$ cat src/rtl/axi_rd_pkg.sv
// Shared AXI read-address types and widths for the ARID sequence tagger.
package axi_rd_pkg;

  localparam int unsigned ID_W    = 2;
  localparam int unsigned SEQ_W   = 4;
  localparam int unsigned ADDR_W  = 32;
  localparam int unsigned LEN_W   = 8;
  localparam int unsigned SIZE_W  = 3;
  localparam int unsigned BURST_W = 2;

  localparam logic [BURST_W-1:0] BURST_FIXED = 2'b00;
  localparam logic [BURST_W-1:0] BURST_INCR  = 2'b01;
  localparam logic [BURST_W-1:0] BURST_WRAP  = 2'b10;

  typedef struct packed {
    logic [ADDR_W-1:0]  addr;
    logic [LEN_W-1:0]   len;
    logic [SIZE_W-1:0]  size;
    logic [BURST_W-1:0] burst;
  } ar_payload_t;

endpackage

$ cat src/rtl/arid_seq_tagger_if.sv
// AR request/issue channels plus the observed R handshake of the tagger.
interface arid_seq_tagger_if
  import axi_rd_pkg::*;
#(
  parameter int unsigned ID_width   = ID_W,
  parameter int unsigned seq_width  = SEQ_W,
  parameter int unsigned ADDR_WIDTH = ADDR_W
);
  localparam int unsigned TAG_W = ID_width + seq_width;

  logic                  s_ARVALID;
  logic                  s_ARREADY;
  logic [ADDR_WIDTH-1:0] s_ARADDR;
  logic [LEN_W-1:0]      s_ARLEN;
  logic [SIZE_W-1:0]     s_ARSIZE;
  logic [BURST_W-1:0]    s_ARBURST;

  logic                  m_ARVALID;
  logic                  m_ARREADY;
  logic [TAG_W-1:0]      m_ARID;
  logic [ADDR_WIDTH-1:0] m_ARADDR;
  logic [LEN_W-1:0]      m_ARLEN;
  logic [SIZE_W-1:0]     m_ARSIZE;
  logic [BURST_W-1:0]    m_ARBURST;

  logic [TAG_W-1:0]      RID;
  logic                  RVALID;
  logic                  RREADY;
  logic                  RLAST;

  modport slave (
    input  s_ARVALID, s_ARADDR, s_ARLEN, s_ARSIZE, s_ARBURST,
    output s_ARREADY,
    output m_ARVALID, m_ARID, m_ARADDR, m_ARLEN, m_ARSIZE, m_ARBURST,
    input  m_ARREADY,
    input  RID, RVALID, RREADY, RLAST
  );

  modport master (
    output s_ARVALID, s_ARADDR, s_ARLEN, s_ARSIZE, s_ARBURST,
    input  s_ARREADY,
    input  m_ARVALID, m_ARID, m_ARADDR, m_ARLEN, m_ARSIZE, m_ARBURST,
    output m_ARREADY,
    output RID, RVALID, RREADY, RLAST
  );

endinterface

$ cat src/rtl/ar_reg_slice.sv
// One-deep valid/ready register slice carrying an AR payload and its tag.
module ar_reg_slice
  import axi_rd_pkg::*;
#(
  parameter int unsigned TAG_W = ID_W + SEQ_W
) (
  input  logic             clk,
  input  logic             reset,
  input  logic             block_i,
  input  logic             in_valid_i,
  output logic             in_ready_c,
  input  ar_payload_t      in_data_i,
  input  logic [TAG_W-1:0] in_tag_i,
  output logic             out_valid_o,
  input  logic             out_ready_i,
  output ar_payload_t      out_data_o,
  output logic [TAG_W-1:0] out_tag_o
);

  logic             valid_q, valid_d;
  ar_payload_t      data_q, data_d;
  logic [TAG_W-1:0] tag_q, tag_d;
  logic             load_c;

  // Slot is free when empty or draining this cycle; block_i lets the owner stall intake.
  assign in_ready_c = !reset && !block_i && (!valid_q || out_ready_i);
  assign load_c     = in_valid_i && in_ready_c;

  // Load on intake, otherwise drop valid once the downstream handshake completes.
  always_comb begin
    valid_d = valid_q;
    data_d  = data_q;
    tag_d   = tag_q;
    if (load_c) begin
      valid_d = 1'b1;
      data_d  = in_data_i;
      tag_d   = in_tag_i;
    end else if (valid_q && out_ready_i) begin
      valid_d = 1'b0;
    end
  end

  // Slice registers; payload cleared on reset so idle outputs read zero.
  always_ff @(posedge clk) begin
    if (reset) begin
      valid_q <= 1'b0;
      data_q  <= '0;
      tag_q   <= '0;
    end else begin
      valid_q <= valid_d;
      data_q  <= data_d;
      tag_q   <= tag_d;
    end
  end

  assign out_valid_o = valid_q;
  assign out_data_o  = data_q;
  assign out_tag_o   = tag_q;

endmodule

$ cat src/rtl/arid_seq_tagger.sv
// Tags AR requests with {seq, ID} and bounds outstanding bursts to the seq space.
module arid_seq_tagger
  import axi_rd_pkg::*;
#(
  parameter int unsigned           ID_width   = ID_W,
  parameter logic [ID_width-1:0]   ID         = '0,
  parameter int unsigned           seq_width  = SEQ_W,
  parameter int unsigned           ADDR_WIDTH = ADDR_W
) (
  input  logic                 clk,
  input  logic                 reset,
  arid_seq_tagger_if.slave     bus,
  output logic [seq_width:0]   outstanding,
  output logic                 full,
  output logic                 err_underflow
);

  localparam int unsigned TAG_W   = ID_width + seq_width;
  localparam int unsigned OUT_W   = seq_width + 1;
  localparam int unsigned MAX_OUT = 32'(1) << seq_width;

  logic [seq_width-1:0] seq_q, seq_d;
  logic [OUT_W-1:0]     outs_q, outs_d;
  logic                 full_q, full_d;
  logic                 err_q, err_d;
  logic                 s_ready_c, acc_c, cmp_c;
  ar_payload_t          in_data_c, out_data_c;
  logic [TAG_W-1:0]     out_tag_c;
  logic                 unused_rid_seq;

  assign in_data_c = '{addr:  ADDR_W'(bus.s_ARADDR),
                       len:   bus.s_ARLEN,
                       size:  bus.s_ARSIZE,
                       burst: bus.s_ARBURST};

  ar_reg_slice #(.TAG_W(TAG_W)) u_slice (
    .clk         (clk),
    .reset       (reset),
    .block_i     (full_q),
    .in_valid_i  (bus.s_ARVALID),
    .in_ready_c  (s_ready_c),
    .in_data_i   (in_data_c),
    .in_tag_i    ({seq_q, ID}),
    .out_valid_o (bus.m_ARVALID),
    .out_ready_i (bus.m_ARREADY),
    .out_data_o  (out_data_c),
    .out_tag_o   (out_tag_c)
  );

  assign bus.s_ARREADY = s_ready_c;
  assign bus.m_ARID    = out_tag_c;
  assign bus.m_ARADDR  = ADDR_WIDTH'(out_data_c.addr);
  assign bus.m_ARLEN   = out_data_c.len;
  assign bus.m_ARSIZE  = out_data_c.size;
  assign bus.m_ARBURST = out_data_c.burst;

  // Only the ID field of RID selects completions; seq bits belong to the downstream checker.
  assign acc_c          = bus.s_ARVALID && s_ready_c;
  assign cmp_c          = bus.RVALID && bus.RREADY && bus.RLAST && (bus.RID[ID_width-1:0] == ID);
  assign unused_rid_seq = ^bus.RID[TAG_W-1:ID_width];

  // Seq allocation and outstanding accounting from acceptance to last R beat.
  always_comb begin
    seq_d  = seq_q;
    outs_d = outs_q;
    err_d  = err_q;
    if (acc_c) begin
      seq_d = seq_q + seq_width'(1);
    end
    if (acc_c && !cmp_c) begin
      outs_d = outs_q + OUT_W'(1);
    end else if (cmp_c && !acc_c) begin
      if (outs_q == '0) begin
        err_d = 1'b1;
      end else begin
        outs_d = outs_q - OUT_W'(1);
      end
    end
    full_d = (outs_d == OUT_W'(MAX_OUT));
  end

  // Counter state; full is registered so a completion re-opens intake a cycle later.
  always_ff @(posedge clk) begin
    if (reset) begin
      seq_q  <= '0;
      outs_q <= '0;
      full_q <= 1'b0;
      err_q  <= 1'b0;
    end else begin
      seq_q  <= seq_d;
      outs_q <= outs_d;
      full_q <= full_d;
      err_q  <= err_d;
    end
  end

  assign outstanding   = outs_q;
  assign full          = full_q;
  assign err_underflow = err_q;

endmodule
$ cat src/flat_wrapper.sv
// flat-port wrapper written by rule: the top's interface ports become plain ports
module arid_seq_tagger_flat import axi_rd_pkg::*;
#(
  parameter int unsigned           ID_width   = ID_W,
  parameter logic [ID_width-1:0]   ID         = '0,
  parameter int unsigned           seq_width  = SEQ_W,
  parameter int unsigned           ADDR_WIDTH = ADDR_W
)
  (clk, reset, outstanding, full, err_underflow, bus_s_ARVALID, bus_s_ARADDR, bus_s_ARLEN, bus_s_ARSIZE, bus_s_ARBURST, bus_s_ARREADY, bus_m_ARVALID, bus_m_ARID, bus_m_ARADDR, bus_m_ARLEN, bus_m_ARSIZE, bus_m_ARBURST, bus_m_ARREADY, bus_RID, bus_RVALID, bus_RREADY, bus_RLAST);
  arid_seq_tagger_if #(.ID_width(ID_width), .seq_width(seq_width), .ADDR_WIDTH(ADDR_WIDTH)) bus_i ();
  input  logic clk;
  input  logic reset;
  output logic [seq_width:0] outstanding;
  output logic full;
  output logic err_underflow;
  input wire logic [$bits(bus_i.s_ARVALID)-1:0] bus_s_ARVALID;
  input wire logic [$bits(bus_i.s_ARADDR)-1:0] bus_s_ARADDR;
  input wire logic [$bits(bus_i.s_ARLEN)-1:0] bus_s_ARLEN;
  input wire logic [$bits(bus_i.s_ARSIZE)-1:0] bus_s_ARSIZE;
  input wire logic [$bits(bus_i.s_ARBURST)-1:0] bus_s_ARBURST;
  output wire logic [$bits(bus_i.s_ARREADY)-1:0] bus_s_ARREADY;
  output wire logic [$bits(bus_i.m_ARVALID)-1:0] bus_m_ARVALID;
  output wire logic [$bits(bus_i.m_ARID)-1:0] bus_m_ARID;
  output wire logic [$bits(bus_i.m_ARADDR)-1:0] bus_m_ARADDR;
  output wire logic [$bits(bus_i.m_ARLEN)-1:0] bus_m_ARLEN;
  output wire logic [$bits(bus_i.m_ARSIZE)-1:0] bus_m_ARSIZE;
  output wire logic [$bits(bus_i.m_ARBURST)-1:0] bus_m_ARBURST;
  input wire logic [$bits(bus_i.m_ARREADY)-1:0] bus_m_ARREADY;
  input wire logic [$bits(bus_i.RID)-1:0] bus_RID;
  input wire logic [$bits(bus_i.RVALID)-1:0] bus_RVALID;
  input wire logic [$bits(bus_i.RREADY)-1:0] bus_RREADY;
  input wire logic [$bits(bus_i.RLAST)-1:0] bus_RLAST;
  assign bus_i.s_ARVALID = bus_s_ARVALID;
  assign bus_i.s_ARADDR = bus_s_ARADDR;
  assign bus_i.s_ARLEN = bus_s_ARLEN;
  assign bus_i.s_ARSIZE = bus_s_ARSIZE;
  assign bus_i.s_ARBURST = bus_s_ARBURST;
  assign bus_s_ARREADY = bus_i.s_ARREADY;
  assign bus_m_ARVALID = bus_i.m_ARVALID;
  assign bus_m_ARID = bus_i.m_ARID;
  assign bus_m_ARADDR = bus_i.m_ARADDR;
  assign bus_m_ARLEN = bus_i.m_ARLEN;
  assign bus_m_ARSIZE = bus_i.m_ARSIZE;
  assign bus_m_ARBURST = bus_i.m_ARBURST;
  assign bus_i.m_ARREADY = bus_m_ARREADY;
  assign bus_i.RID = bus_RID;
  assign bus_i.RVALID = bus_RVALID;
  assign bus_i.RREADY = bus_RREADY;
  assign bus_i.RLAST = bus_RLAST;
  arid_seq_tagger #(.ID_width(ID_width), .ID(ID), .seq_width(seq_width), .ADDR_WIDTH(ADDR_WIDTH)) u_core (.clk(clk), .reset(reset), .bus(bus_i), .outstanding(outstanding), .full(full), .err_underflow(err_underflow));
endmodule
$ cat config.mk
export PLATFORM = sky130hd
export DESIGN_NAME = arid_seq_tagger_flat
export DESIGN_NICKNAME = d
export VERILOG_FILES = /design/src/rtl/axi_rd_pkg.sv /design/src/rtl/arid_seq_tagger_if.sv /design/src/rtl/ar_reg_slice.sv /design/src/rtl/arid_seq_tagger.sv /design/src/flat_wrapper.sv
export SDC_FILE = /design/constraint.sdc
export NUM_CORES = 1
export LEC_CHECK = 0
export ABC_AREA = 1
export CORE_MARGIN = 2
export CORE_UTILIZATION = 41
export CTS_CLUSTER_SIZE = 10
export DETAILED_ROUTE_END_ITERATION = 7
export PLACE_DENSITY = 0.74
export SLEW_MARGIN = 40
export SYNTH_ARGS = -nofsm -noshare
export SYNTH_HDL_FRONTEND = slang
export SYNTH_HIERARCHICAL = 1
export SYNTH_SLANG_ARGS = --single-unit
$ cat constraint.sdc
create_clock -name clk -period 2.1 [get_ports clk]
set_input_delay 0.63 -clock clk [delete_from_list [all_inputs] [get_ports clk]]
set_output_delay 0.63 -clock clk [all_outputs]
set_load 0.02 [all_outputs]
* Yosys cells after proc, flatten, opt, wreduce, memory -nomap -nowiden
Cells that the tools add are included.
Word-level totals: register bits after elaboration 61, latch bits 0, RAM bits 0, ROM bits 0, bits of input ports 58, output and inout port bits 60, logic and storage cells 39, memories 0
Operators by class: add/sub/neg operators 3, multipliers 0, divide/modulo/power cells 0, $lt $le $gt $ge 0, equal/unequal tests 1, shifts and indexed selects 0, multiplexer cells 5, bitwise logic cells 1, reduce and logical (&&, ||, !) cells 19
Operators with widths (count):
- $mux 5 | 3
- $logic_and 1x1->1 | 9
- $add 5x1->5 const B | 1
- $eq 5x5->1 const B | 1
- $logic_not 1->1 | 5
- $logic_not 5->1 | 1
- $sub 5x1->5 const B | 1
- $add 4x1->4 const B | 1
- $reduce_and 3->1 | 1
- $logic_not 2->1 | 1
- $mux 1 | 2
- $reduce_bool 2->1 | 1
- $logic_or 1x1->1 | 1
- $not 1->1 | 1

* Depth between registers and ports, before layout
Gate-level depths: netlist (run 1).
word-level depth 9, depth in mapped cells 14, gate-level depth less buffers 13

* Modules after synthesis
Netlist (run 1), hierarchy kept.
By module, submodules not included:
- ar_reg_slice | times used 1, cells each 442, area each 2708.8 um^2, seq. area each 1041.0 um^2
- arid_seq_tagger | times used 1, cells each 110, area each 719.4 um^2, seq. area each 220.2 um^2

* Worst setup path after synthesis (run 1)
No wires, ideal clock.
path type input-to-reg, from input port bus_m_ARREADY, to register u_core.full_q (netlist: u_core/full), library setup time 0.062 ns, arrival 2.123 ns, required time 2.038 ns, setup slack -0.085 ns, stages on the path 14, buffers on the path 1, cells stage by stage inv_1 nand2_1 buf_2 and2_1 nand2_2 inv_2 nand2_4 nand2_1 nand2_1 nand2_1 inv_1 nor2_1 nand2_1 nor2_2
On the way: cells in the longest elaborated chain, start to end 8, elaborated cells on any way between the ends 9, classes of those cells eq/ne (1); mux (2); reduce/logical (6)
RTL lines:
- start, declared | line flat_wrapper.sv:28 | input wire logic [$bits(bus_i.m_ARREADY)-1:0] bus_m_ARREADY;
- $logic_or 1x1->1 (*) | line ar_reg_slice.sv:26 | assign in_ready_c = !reset && !block_i && (!valid_q || out_ready_i);
- $logic_and 1x1->1 (*) | line ar_reg_slice.sv:26
- named net bus_s_ARREADY | line flat_wrapper.sv:21 | output wire logic [$bits(bus_i.s_ARREADY)-1:0] bus_s_ARREADY;
- $logic_and 1x1->1 (*) | line arid_seq_tagger.sv:58 | assign acc_c = bus.s_ARVALID && s_ready_c;
- $logic_not 1->1 | line arid_seq_tagger.sv:72 | end else if (cmp_c && !acc_c) begin
- $logic_and 1x1->1 | line arid_seq_tagger.sv:72
- $mux 5 | line arid_seq_tagger.sv:72
- $mux 5 (*) | line arid_seq_tagger.sv:70 | if (acc_c && !cmp_c) begin
- $eq 5x5->1 (*) | line arid_seq_tagger.sv:79 | full_d = (outs_d == OUT_W'(MAX_OUT));
- end signal, assigned | line arid_seq_tagger.sv:92 | full_q <= full_d;
- end, declared | line arid_seq_tagger.sv:24 | logic full_q, full_d;
The timed path passes the listed nets; every way through them passes the cells marked *. A chain may end at the register's enable or synchronous reset.

* Worst setup path after layout (run 1)
from register u_core.outs_q[0] (netlist: u_core/outstanding[0]), to output port outstanding[0]
RTL lines:
- start, declared | line arid_seq_tagger.sv:23 | logic [OUT_W-1:0] outs_q, outs_d;
- start signal, assigned | line arid_seq_tagger.sv:91 | outs_q <= outs_d;
- end, declared | line flat_wrapper.sv:13 | output logic [seq_width:0] outstanding;
No word-level cell between the ends.

==> results of run 1 <==
power by group through the flow:
| stage | combinational [mW] | sequential, mW | clock, mW |
|---|---|---|---|
| 6_report | 0.717 | 1.31 | 0.909 |
| 4_1_cts | 0.722 | 1.31 | 0.949 |
| 2_1_floorplan | 0.310 | 1.43 | 0 |
| 3_3_place_gp | 0.705 | 1.34 | 0 |
| 5_1_grt | 0.802 | 1.32 | 0.997 |
| 3_5_place_dp | 0.718 | 1.34 | 0 |
flip-flops by register name, indices dropped and copies added, names as in the netlist:
name and count:
u_core/u_slice/out_tag_o 6, u_core/err_underflow 1, u_core/full 1, u_core/outstanding 5, u_core/u_slice/out_data_o 45, u_core/u_slice/out_valid_o 1, u_core/seq_q 4
tightest hold or removal path, cell delays in order (launching register included):
cell and delay, ns:
dfxtp_1 0.31, inv_1 0.04, a21oi_1 0.05
logic make-up (layout without fill, tap and decap cells):
| kind of cell | count (synthesis) | after routing | synth area share |
|---|---|---|---|
| and+or+nand+nor | 275 | 275 | 0.365 |
| buffers and inverters | 200 | 318 | 0.236 |
| DFF | 63 | 63 | 0.368 |
| AOI/OAI and AO/OA | 7 | 7 | 0.0113 |
| adders and majority gates | 3 | 3 | 0.0110 |
| xor gates and xnor gates | 3 | 3 | 0.00767 |
| other | 1 | 2 | 0.00109 |
layer usage:
layer	wire [µm]	track usage	vias up
li1	-	-	1831
met1	3770	0.216	1516
met2	4160	0.345	77
met3	425	0.0379	7
met4	62	0.0643	0
met5	0	0	-
cell usage after synthesis (all sizes together), types with 2 or more instances:
| cell type | instances | area [µm²] |
|---|---|---|
| ha | 3 | 37.5 |
| nand4 | 55 | 344 |
| nand3 | 12 | 77.6 |
| dfxtp | 63 | 1260 |
| nor2 | 73 | 302 |
| buf | 24 | 149 |
| a21oi | 5 | 28.8 |
| nand2 | 131 | 504 |
| nor3 | 2 | 10.0 |
| clkinv | 2 | 7.51 |
| clkbuf | 4 | 15.0 |
| o21ai | 2 | 10.0 |
| xor2 | 3 | 26.3 |
| inv | 170 | 638 |
path summary, 6_finish.rpt:
kind	start	endpoint	slack (ns)	depth (start not counted)
worst max-delay path	u_core/outstanding[0]	outstanding[0]	0.07	1
worst min-delay path	u_core/err_underflow	u_core/err_underflow	0.45	2
worst max register to register	u_core/full	u_core/full	0.50	12
worst min register to register	u_core/err_underflow	u_core/err_underflow	0.45	2
layout make-up:
class,count,share of cell area
Multi-Input combinational cell,290,0.281
Timing Repair Buffer,132,0.267
Sequential cell,63,0.259
Inverter,172,0.133
Clock buffer,13,0.0326
Tap cell,105,0.0270
Clock inverter,1,0.00103
what timing repair did:
item                                    4_1_cts  5_1_grt
cloned                                        0        0
buffers inserted                              0        1
endpoints found under the setup margin        1       32
resized for setup                             8        2
==> results_dict.tcl, run 1 <==
set metrics [dict create \
    stdcell_count 776 \
    dp_hpwl_um 5800 \
    worstHoldPathType "reg -> reg" \
    synthCells 552 \
    nets 729 \
    critPathKind "reg -> out" \
    power.total_mw 2.94 \
    finalSetupTns_ns 0 \
    vias_per_cell 4.42 \
    ys_seq_area_frac 0.368 \
    grt_pass1_wl_um 13500 \
    path_cells "clkdlybuf4s50_1" \
    die-area_mm2 0.00911 \
    rows 33 \
    clock-sinks 63 \
    max_freq_ghz 0.492 \
    ys_types 28 \
    die_w_um 95.4 \
    pwr-share-seq 0.447 \
    power_density_mw_per_mm2 604 \
    max_cap_violations 0 \
    holdWs_ns 0.453 \
    power.switching_uw 845 \
    grt_use_total 0.188 \
    swShare 0.288 \
    syn-cell-area_mm2 0.00343 \
    fin_skew_ns 0.00547 \
    drt_iter0_drc 136 \
    cts_buffers 9 \
    synth_edf_count 0 \
    wl_um 8410 \
    cts.htree.levels 3 \
    slowest_stage "clkdlybuf4s50_1" \
    cp.required_ns 1.47 \
    final_common_cell "inv_1" \
    final_cell_mix "168 x inv_1, 127 x nand2_1, 109 x clkdlybuf4s50_1" \
    drv_slew 0 \
    post-route-drc-count 0 \
    leakagePower_nw 2.55 \
    dp_slack_ns -0.489 \
    setup_ws_ns 0.0658 \
    start_util 0.419 \
    dieHeight_um 95.4 \
    synth_top_flop_cell "dfxtp_1" \
    worstSkewPairLatency_ns 0.32 \
    multi_input_area_mm2 0.00137 \
    first_pass_iters 6 \
    critPathLaunchType "flip-flop" \
    clk_pin_slew_ns 0.06 \
    fill_cells 769 \
    grt_max_degree 54 \
    p_comb_frac 0.244 \
    path_max_fanout 6 \
    grt_setup_unrepaired "no" \
    coreArea_mm2 0.00818 \
    end_kind "primary output" \
    internal-power_mw 2.09 \
    post_route_cells_drive_above_1_share 0.0715 \
    post_drt_wl_per_cell_um 10.8 \
    antenna_found_initial 0 \
    finalCriticalPeriod_ns 2.03 \
    worst_slew_pin_slew_ns 0.552 \
    maxSlewHeadroom 0.632 \
    final_util 0.596 \
    synth_warnings 6 \
    worstPathArrival_ns 1.40 \
    clockRootBuffer "clkbuf_8" \
    port-buffer-count 113 \
    clockPowerShare 0.309 \
    cp_num_buf_inv 1 \
    vdd_ir_drop_max_mv 0.239 \
    setup_viol 0 \
    syn_avg_cell_area_um2 6.21 \
    status "finished clean" \
    path_delay_family "buffers and inverters" \
    max_stage_delay_ns 0.65 \
    syn_to_final_growth_pct 42.0 \
    ctsHoldBuffers 0 \
    drtAntennaViolNets 0 \
    gp_congestion 0.865 \
    fin_area_mm2 0.00487 \
    grt_overflow 0 \
    placed_cell_area_mm2 0.00469 \
    grt_pass1_vias 3137 \
    antennaDiodeCount 0 \
    ys_seq_elements 63 \
    io_pins 118 \
    dpl.cell_count 761 \
    via_count 3431 \
    cts_buffer_depth 2 \
    cts_tree "done" \
    finalHoldViolations 0 \
    seq_area_mm2 0.00126 \
    synthArstFlopShare 0 \
    final.period_utilization 0.969 \
]
(Power assumes the default switching activity.)
==> inputs of run 2 (changes only) <==
--- a/config.mk
+++ b/config.mk
@@ -5,13 +5,11 @@
 export SDC_FILE = /design/constraint.sdc
 export NUM_CORES = 1
 export LEC_CHECK = 0
-export ABC_AREA = 1
 export CORE_MARGIN = 2
-export CORE_UTILIZATION = 41
+export CORE_UTILIZATION = 39
 export CTS_CLUSTER_SIZE = 10
 export DETAILED_ROUTE_END_ITERATION = 7
-export PLACE_DENSITY = 0.74
-export SLEW_MARGIN = 40
+export PLACE_DENSITY = 0.75
 export SYNTH_ARGS = -nofsm -noshare
 export SYNTH_HDL_FRONTEND = slang
 export SYNTH_HIERARCHICAL = 1
==> results_dict.tcl, run 2 <==
set metrics [dict create \
    finalHoldViolations 0 \
    grt_pass1_wl_um 11000 \
    io_pins 118 \
    start_util 0.398 \
    worstHoldPathType "reg -> reg" \
    slowest_stage "clkdlybuf4s50_1" \
    die_w_um 89.6 \
    ys_seq_area_frac 0.441 \
    path_max_fanout 7 \
    wl_um 7240 \
    dp_hpwl_um 4740 \
    final.period_utilization 0.977 \
    vdd_ir_drop_max_mv 0.292 \
    ctsHoldBuffers 0 \
    synth_warnings 6 \
    worstSkewPairLatency_ns 0.33 \
    grt_max_degree 103 \
    nets 487 \
    rows 31 \
    cp.required_ns 1.47 \
    final_util 0.599 \
    synthArstFlopShare 0 \
    synth.cells.most_frequent "63 x dfxtp_1, 57 x a21oi_1, 54 x o21ai_0" \
    drt_iter0_drc 100 \
    power_density_mw_per_mm2 661 \
    post_drt_wl_per_cell_um 13.7 \
    max_freq_ghz 0.487 \
    power.total_mw 2.84 \
    fin_skew_ns 0.00536 \
    finalCriticalPeriod_ns 2.05 \
    cp_num_buf_inv 2 \
    max_cap_violations 0 \
    drtAntennaViolNets 0 \
    antennaDiodeCount 0 \
    die-area_mm2 0.00803 \
    final_common_cell "clkdlybuf4s50_1" \
    cts.htree.levels 3 \
    worst_slew_pin_slew_ns 0.780 \
    ys_seq_elements 63 \
    syn_avg_cell_area_um2 9.16 \
    post_route_cells_drive_above_1_share 0.123 \
    maxSlewHeadroom 0.480 \
    clockRootBuffer "clkbuf_8" \
    gp_congestion 0.833 \
    largest_reg_flops 45 \
    grt_pass1_vias 2419 \
    post-route-drc-count 0 \
    leakagePower_nw 1.59 \
    grt_use_total 0.175 \
    vias_per_cell 5.05 \
    path_delay_family "buffers and inverters" \
    end_kind "primary output" \
    cts_setup_buffers 0 \
    drv_slew 0 \
    setup_ws_ns 0.0475 \
    synthCells 312 \
    status "finished clean" \
    syn-cell-area_mm2 0.00286 \
    via_count 2674 \
    synth_most_common_cell "dfxtp_1" \
    port-buffer-count 113 \
    syn_to_final_growth_pct 50.3 \
    cts_buffer_depth 2 \
    coreArea_mm2 0.00718 \
    max_stage_delay_ns 0.61 \
    synth_top_flop_cell "dfxtp_1" \
    synth.top_cells.by_area "dfxtp_1 44%, or3b_1 16%, a21oi_1 10%" \
    final_cell_mix "107 x clkdlybuf4s50_1, 63 x dfxtp_1, 55 x a21oi_1" \
    path_cells "buf_4 -> clkdlybuf4s50_1" \
    clock-sinks 63 \
    cts_buffers 9 \
    synth_edf_count 0 \
    fill_cells 652 \
    first_pass_iters 4 \
    ys_types 36 \
    grt_overflow 0 \
    synth.top_cell.area_share 0.441 \
    dieHeight_um 89.6 \
    dp_slack_ns -0.590 \
    setup_viol 0 \
    critPathLaunchType "flip-flop" \
    clk_pin_slew_ns 0.06 \
    grt_setup_unrepaired "no" \
    cts_tree "done" \
    antenna_found_initial 0 \
    worstPathArrival_ns 1.42 \
    synth_top_area_cell "dfxtp_1" \
    critPathKind "reg -> out" \
]
## run 2: final cells by class
type / count / area [µm²] / area share
multi-input combinational: 216 / 1440 / 0.335
timing repair buffer: 133 / 1290 / 0.301
sequential: 63 / 1260 / 0.294
clock buffer: 11 / 141 / 0.0329
tap: 99 / 124 / 0.0288
clock inverter: 4 / 22.5 / 0.00524
inverter: 3 / 11.3 / 0.00262
## run 2: tightest hold or removal path: stages, from the launching register on
cell     delay (ns)
dfxtp_1        0.31
o21ai_0        0.06
a21oi_1        0.06
## run 2: timing repair
item	in CTS	in global routing
resized for setup	10	1
pin swaps	1	0
endpoints found under the setup margin	9	1
gates cloned	0	0
## run 2: logic make-up after synthesis
group	Yosys count	synth area share
adder cells (fa/ha/maj)	3	0.0131
AO/OA/AOI/OAI	120	0.220
other	1	0.00131
AND/OR/NAND/NOR	86	0.234
multiplexers	1	0.00394
XOR/XNOR	4	0.0123
flip-flops	63	0.441
buffers and inverters	34	0.0736
## run 2: metal layers
| metal | vias up | GRT usage | routed length (µm) |
|---|---|---|---|
| met2 | 87 | 0.292 | 3470 |
| met4 | 0 | 0.0651 | 68 |
| li1 | 1345 | - | - |
| met5 | - | 0 | 0 |
| met1 | 1236 | 0.218 | 3200 |
| met3 | 6 | 0.0466 | 496 |
## run 2: where the power goes
part           internal (mW)  switching [mW]
Sequential              1.26          0.0325
Combinational          0.343           0.309
Clock                  0.448           0.442
## run 2: final timing paths
kind | startpoint | endpoint | slack, ns | cells after the start
setup / recovery | u_core/outstanding[1] | outstanding[1] | 0.05 | 2
hold / removal | u_core/u_slice/out_data_o[14] | u_core/u_slice/out_data_o[14] | 0.47 | 2
setup reg to reg | u_core/outstanding[0] | u_core/full | 0.12 | 7
hold reg to reg | u_core/u_slice/out_data_o[14] | u_core/u_slice/out_data_o[14] | 0.47 | 2
## run 2: stage by stage
stage	cells	cell area, µm²	TNS (ns)	hold WS (ns)
CTS	529	4290	0	0.476
finish	529	4300	0	0.474
floorplan	313	2920	-0.749	0.461
global route	529	4300	0	0.494
global placement	514	4130	-14.03	0.459
detailed placement	514	4130	-16.55	0.465
==> inputs of run 3 (changes only) <==
--- a/config.mk
+++ b/config.mk
@@ -5,11 +5,13 @@
 export SDC_FILE = /design/constraint.sdc
 export NUM_CORES = 1
 export LEC_CHECK = 0
+export ABC_AREA = 1
+export ABC_CLOCK_PERIOD_IN_PS = 2100
 export CORE_MARGIN = 2
-export CORE_UTILIZATION = 39
+export CORE_UTILIZATION = 41
 export CTS_CLUSTER_SIZE = 10
 export DETAILED_ROUTE_END_ITERATION = 7
-export PLACE_DENSITY = 0.75
+export PLACE_DENSITY = 0.74
 export SYNTH_ARGS = -nofsm -noshare
 export SYNTH_HDL_FRONTEND = slang
 export SYNTH_HIERARCHICAL = 1
==> results of run 3 <==
The final DEF is identical to that of run 1; final timing and power are the same.
